<file path="config.mk">
export PLATFORM = sky130hd
export DESIGN_NAME = wb_project_ctrl
export DESIGN_NICKNAME = d
export VERILOG_FILES = /design/src/rtl/wb_project_ctrl.sv
export SDC_FILE = /design/constraint.sdc
export NUM_CORES = 1
export LEC_CHECK = 0
export BUFFER_PORTS_ARGS = -buffer_cell sky130_fd_sc_hd__buf_4
export CAP_MARGIN = 10
export CORE_UTILIZATION = 58
export CTS_BUF_LIST = sky130_fd_sc_hd__clkbuf_4 sky130_fd_sc_hd__clkbuf_8 sky130_fd_sc_hd__clkbuf_16
export DETAILED_ROUTE_END_ITERATION = 10
export HOLD_SLACK_MARGIN = 0.08
export PLACE_DENSITY = 0.86
export SETUP_SLACK_MARGIN = 0.3
export SLEW_MARGIN = 15
export SYNTH_ARGS = -nofsm -noshare
export SYNTH_HDL_FRONTEND = slang
export SYNTH_SLANG_ARGS = --single-unit
</file>
<file path="constraint.sdc">
create_clock -name wb_clk_i -period 3.5 [get_ports wb_clk_i]
set_input_delay 0.35 -clock wb_clk_i [delete_from_list [all_inputs] [get_ports wb_clk_i]]
set_output_delay 0.35 -clock wb_clk_i [all_outputs]
set_load 0.02 [all_outputs]
</file>
<file path="src/rtl/wb_project_ctrl.sv">
`timescale 1ns/1ps
// Wishbone-controlled project selector: drives a per-project enable vector
// and performs break-before-make switching between projects.
module wb_project_ctrl #(
    parameter logic [31:0] BASE_ADDR = 32'h3000_0000,
    parameter logic [7:0]  GUARD_RST = 8'd4
) (
    input  logic        wb_clk_i,
    input  logic        wb_rst_n,
    input  logic        wbs_stb_i,
    input  logic        wbs_cyc_i,
    input  logic        wbs_we_i,
    input  logic [3:0]  wbs_sel_i,
    input  logic [31:0] wbs_adr_i,
    input  logic [31:0] wbs_dat_i,
    output logic        wbs_ack_o,
    output logic [31:0] wbs_dat_o,
    input  logic        la_sel,
    input  logic [31:0] la_active_in,
    output logic [31:0] active,
    output logic        irq
);

    typedef enum logic [1:0] {
        S_IDLE,
        S_GUARD,
        S_APPLY
    } state_t;

    state_t      state_q, state_d;
    logic [7:0]  cnt_q, cnt_d;
    logic [7:0]  guard_q, guard_d;
    logic [31:0] act_q, act_d;
    logic [31:0] tgt_q, tgt_d;
    logic        err_q, err_d;
    logic [4:0]  id_q, id_d;
    logic        off_q, off_d;

    logic        wr_q;
    logic [1:0]  woff_q;
    logic [31:0] wdat_q;
    logic [3:0]  wsel_q;

    logic        hit, req, idle;
    logic [1:0]  off;
    logic [31:0] rdata, status;
    logic        wr_act, wr_sel, wr_grd, wr_sts;
    logic        unused_adr;

    assign unused_adr = ^wbs_adr_i[1:0];

    assign hit  = wbs_stb_i & wbs_cyc_i
                & (wbs_adr_i[31:4] == BASE_ADDR[31:4]);
    // The ack cycle itself never starts a new access.
    assign req  = hit & ~wbs_ack_o;
    assign off  = wbs_adr_i[3:2];
    assign idle = (state_q == S_IDLE);

    assign status = {18'b0, off_q, id_q, 6'b0, err_q, ~idle};

    always_comb begin
        rdata = 32'h0;
        unique case (1'b1)
            (off == 2'd0): rdata = act_q;
            (off == 2'd2): rdata = {24'h0, guard_q};
            (off == 2'd3): rdata = status;
            default:       rdata = 32'h0;
        endcase
    end

    // Writes are applied on the edge that closes the ack cycle.
    assign wr_act = wr_q & (woff_q == 2'd0);
    assign wr_sel = wr_q & (woff_q == 2'd1);
    assign wr_grd = wr_q & (woff_q == 2'd2);
    assign wr_sts = wr_q & (woff_q == 2'd3);

    always_ff @(posedge wb_clk_i or negedge wb_rst_n) begin
        if (!wb_rst_n) begin
            wbs_ack_o <= 1'b0;
            wbs_dat_o <= 32'h0;
            wr_q      <= 1'b0;
            woff_q    <= 2'd0;
            wdat_q    <= 32'h0;
            wsel_q    <= 4'h0;
        end else begin
            wbs_ack_o <= req;
            wbs_dat_o <= (req && !wbs_we_i) ? rdata : 32'h0;
            wr_q      <= req & wbs_we_i;
            if (req) begin
                woff_q <= off;
                wdat_q <= wbs_dat_i;
                wsel_q <= wbs_sel_i;
            end
        end
    end

    always_comb begin
        state_d = state_q;
        cnt_d   = cnt_q;
        guard_d = guard_q;
        act_d   = act_q;
        tgt_d   = tgt_q;
        err_d   = err_q;
        id_d    = id_q;
        off_d   = off_q;
        if (wr_sts && wdat_q[1]) err_d = 1'b0;
        if ((wr_act || wr_sel || wr_grd) && !idle) err_d = 1'b1;
        unique case (state_q)
            S_IDLE: begin
                if (wr_act) begin
                    for (int b = 0; b < 4; b++) begin
                        if (wsel_q[b]) act_d[8*b +: 8] = wdat_q[8*b +: 8];
                    end
                end
                if (wr_grd && wsel_q[0]) guard_d = wdat_q[7:0];
                if (wr_sel) begin
                    state_d = S_GUARD;
                    act_d   = 32'h0;
                    cnt_d   = guard_q;
                    tgt_d   = wdat_q[8] ? 32'h0 : (32'd1 << wdat_q[4:0]);
                    id_d    = wdat_q[4:0];
                    off_d   = wdat_q[8];
                end
            end
            S_GUARD: begin
                if (cnt_q == 8'd0) begin
                    state_d = S_APPLY;
                    act_d   = tgt_q;
                end else begin
                    cnt_d = cnt_q - 8'd1;
                end
            end
            S_APPLY: state_d = S_IDLE;
            default: state_d = S_IDLE;
        endcase
    end

    always_ff @(posedge wb_clk_i or negedge wb_rst_n) begin
        if (!wb_rst_n) begin
            state_q <= S_IDLE;
            cnt_q   <= 8'd0;
            guard_q <= GUARD_RST;
            act_q   <= 32'h0;
            tgt_q   <= 32'h0;
            err_q   <= 1'b0;
            id_q    <= 5'd0;
            off_q   <= 1'b0;
        end else begin
            state_q <= state_d;
            cnt_q   <= cnt_d;
            guard_q <= guard_d;
            act_q   <= act_d;
            tgt_q   <= tgt_d;
            err_q   <= err_d;
            id_q    <= id_d;
            off_q   <= off_d;
        end
    end

    assign active = la_sel ? la_active_in : act_q;
    assign irq    = (state_q == S_APPLY);

endmodule

</file>
==> impl_metrics.sql <==
INSERT INTO impl_metrics (metric_group, metric, value, unit) VALUES
('yosys', 'number_of_flops_mapped_to_enable_cells_by_yosys', '0', ''),
('placed_design', 'place_congestion', '0.804', ''),
('route', 'drt_drc_violations_left', '1', ''),
('route', 'ant_nets', '0', ''),
('finish', 'antenna_cells_inserted', '0', ''),
('critical_path', 'cp-start-kind', 'register', ''),
('pwr', 'leakage', '4.56', 'nW'),
('route', 'route.detailed.vias_per_inst', '6.02', ''),
('route', 'vias', '5431', ''),
('global_route', 'grt.overflow.total', '0', ''),
('global_route', 'antenna_found_initial', '0', ''),
('critical_path', 'register_to_register_path_depth', '6', ''),
('critical_path', 'worst-setup-path-type', 'register to register', ''),
('critical_path', 'worst-r2r-setup-slack', '1.07', 'ns'),
('floorplan', 'fp.coreArea', '12000', 'um2'),
('yosys', 'async_flop_share', '1.00', ''),
('critical_path', 'setup.worst_path.end', 'wdat_q[8]', ''),
('finish', 'n_fill_cell', '771', ''),
('floorplan', 'floorplan.die_area', '12700', 'um2'),
('timing', 'timing.max_slew.rel_slack', '0.437', ''),
('critical_path', 'setup.worst_path.end_class', 'register', ''),
('clocking', 'h-tree-depth', '4', ''),
('route', 'routed_wirelength', '18.4', 'mm'),
('pwr', 'irDropWorstVdd', '0.000353', 'V'),
('pwr', 'sequentialPowerShare', '0.465', ''),
('yosys', 'synth_area', '7130', 'um2'),
('clocking', 'tritoncts.num_buffers', '17', ''),
('clocking', 'clock_sink_count', '161', ''),
('finish', 'area_of_the_multi_input_gates', '2910', 'um2'),
('yosys', 'synth-seq-area-share', '0.565', ''),
('floorplan', 'die_w', '113', 'um'),
('yosys', 'yosysWarnings', '0', ''),
('global_route', 'grt_max_degree', '96', ''),
('timing', 'worstMarginPinSlew', '0.844', 'ns'),
('pwr', 'power', '4.00', 'mW'),
('pwr', 'power_frac_clock', '0.477', ''),
('run_status', 'status', 'complete, but fails checks', ''),
('yosys', 'synth_top_area_frac', '0.561', ''),
('yosys', 'synthMuxAreaShare', '0.183', ''),
('yosys', 'syn-num-nets', '687', ''),
('clocking', 'clockBufferDepth', '2', ''),
('route', 'route.detailed.wl_per_inst', '20.4', 'um'),
('yosys', 'ys_ff_latch', '161', ''),
('pwr', 'power.net_switching', '0.852', 'mW'),
('timing', 'timing.final.crit_share', '0.695', ''),
('timing', 'report.final.setup_viol', '0', ''),
('job', 'maximum_capacitance_violations', '0', ''),
('route', 'initialDrtViolationCount', '408', ''),
('timing', 'skew', '0.00795', 'ns'),
('global_route', 'grt_pass1_vias', '5442', ''),
('yosys', 'yosysUniqueCellTypes', '57', ''),
('yosys', 'yosys-top-cells-count', '160 x sky130_fd_sc_hd__dfrtp_1, 99 x sky130_fd_sc_hd__mux2_2, 57 x sky130_fd_sc_hd__nand2_1, 34 x sky130_fd_sc_hd__o21ai_0, 32 x sky130_fd_sc_hd__a22o_1', ''),
('run_status', 'violated_checks', 'design-rule violations', ''),
('yosys', 'synth_largest_area_cell', 'sky130_fd_sc_hd__dfrtp_1', ''),
('floorplan', 'floorplan.rows', '40', ''),
('yosys', 'synth_area_per_cell', '12.3', 'um2'),
('clocking', 'tritoncts', 'done', ''),
('timing', 'finalHoldViolations', '0', ''),
('min_path', 'hold_class', 'input port to register', ''),
('clocking', 'cts_root_buffer', 'sky130_fd_sc_hd__clkbuf_16', ''),
('timing', 'final_period_minus_worst_setup_slack', '2.43', 'ns'),
('yosys', 'synth_top_family_by_area', 'multiplexers', ''),
('finish', 'seq_area', '4030', 'um2'),
('global_route', 'track_usage', '0.309', ''),
('pwr', 'pwr_density_cell', '438', 'nW/um2'),
('floorplan', 'io_pins', '172', ''),
('global_route', 'grt_pass1_wl', '29.3', 'mm'),
('yosys', 'synth_xor_xnor_area_share', '0', ''),
('yosys', 'adder_cell_share_of_the_synthesized_area', '0.00351', ''),
('critical_path', 'r2r-end', 'wdat_q[8]', ''),
('pwr', 'power_frac_comb', '0.058', '');
-- state kept, by name, summed over array words and instances, names as in the netlist, 2 cells and up --
register   count
guard_q        8
cnt_q          8
wdat_q        32
state_q        2
wbs_dat_o     32
id_q           5
woff_q         2
tgt_q         32
wsel_q         4
act_q         32
-- routing by layer --
metal  track usage  vias to the layer above  part of all wire
met5             0                        -                 0
met4         0.124                        0             0.024
met3        0.0653                       38             0.077
met2         0.500                      279              0.49
met1         0.410                     2688              0.41
li1              -                     2426                 -
-- metrics by stage --
step / instances / cell area (um2) / utilization / setup slack (ns) / hold slack (ns)
2_1_floorplan: 579 / 7130 / - / 1.60 / 0.0544
3_3_place_gp: 869 / 8510 / 0.709 / 0.978 / 0.459
3_5_place_dp: 869 / 8510 / 0.709 / 0.907 / 0.466
4_1_cts: 902 / 9140 / 0.761 / 1.02 / 0.133
5_1_grt: 902 / 9140 / 0.761 / 0.899 / 0.136
6_report: 902 / 9140 / 0.761 / 1.07 / 0.142
-- layout make-up --
type                    count  area share
inverters                  10     0.00411
clock inverters            12      0.0171
flip-flops and latches    161       0.441
well taps                 147      0.0201
repair buffers            179       0.149
multi-input cells         373       0.318
clock buffers              20      0.0504
-- what timing repair did --
item / in CTS / in global routing
setup buffers: 0 / 0
hold buffers: 1 / 0
endpoints found under the hold margin: 92 / 0
-- worst min path at each step --
stage                  start         end  slack (ns)  depth (start not counted)
2_1_floorplan       wb_rst_n    act_q[0]        0.05                          0
3_3_place_gp         id_q[0]     id_q[0]        0.46                          2
3_5_place_dp         id_q[2]     id_q[2]        0.47                          2
4_1_cts        wbs_dat_i[15]  wdat_q[15]        0.13                          2
5_1_grt        wbs_dat_i[15]  wdat_q[15]        0.14                          2
6_report       wbs_dat_i[23]  wdat_q[23]        0.14                          2
-- logic make-up (layout without fill, tap and decap cells) --
family	Yosys count	after routing
AOI/OAI and AO/OA	107	107
buffers and inverters	45	221
DFF	161	161
adders and majority gates	2	2
and+or+nand+nor	147	147
muxes	117	117
-- worst max-delay path, cell delays in order (launching register included) --
cell and delay [ns]:
sky130_fd_sc_hd__dfrtp_1 0.39, sky130_fd_sc_hd__nor4_1 0.20, sky130_fd_sc_hd__nand4_1 0.21, sky130_fd_sc_hd__or2_1 0.45
sky130_fd_sc_hd__inv_2 0.45, sky130_fd_sc_hd__buf_12 0.24, sky130_fd_sc_hd__mux2_2 0.36
-- layout by cell type (no fill, tap or decap), types with 6 or more instances in the layout --
cell type	instances
sky130_fd_sc_hd__buf_4	176
sky130_fd_sc_hd__and2_1	20
sky130_fd_sc_hd__inv_1	9
sky130_fd_sc_hd__clkbuf_16	17
sky130_fd_sc_hd__mux2i_1	8
sky130_fd_sc_hd__a21oi_1	7
sky130_fd_sc_hd__mux2_1	10
sky130_fd_sc_hd__mux2_2	99
sky130_fd_sc_hd__nor3_1	8
sky130_fd_sc_hd__nand2_1	57
sky130_fd_sc_hd__a22oi_1	10
sky130_fd_sc_hd__nor4_1	12
sky130_fd_sc_hd__nand3_1	6
sky130_fd_sc_hd__nor2_1	14
sky130_fd_sc_hd__a22o_1	32
sky130_fd_sc_hd__o21ai_0	34
sky130_fd_sc_hd__dfrtp_1	160
-- power groups by stage --
stage | clock network, mW | logic, mW | registers [mW]
5_1_grt | 2.00 | 0.250 | 1.86
4_1_cts | 1.93 | 0.234 | 1.86
3_5_place_dp | 0 | 0.232 | 1.90
2_1_floorplan | 0 | 0.0688 | 1.90
6_report | 1.91 | 0.231 | 1.86
3_3_place_gp | 0 | 0.226 | 1.90
No activity file was read; power rests on OpenSTA's default activity.
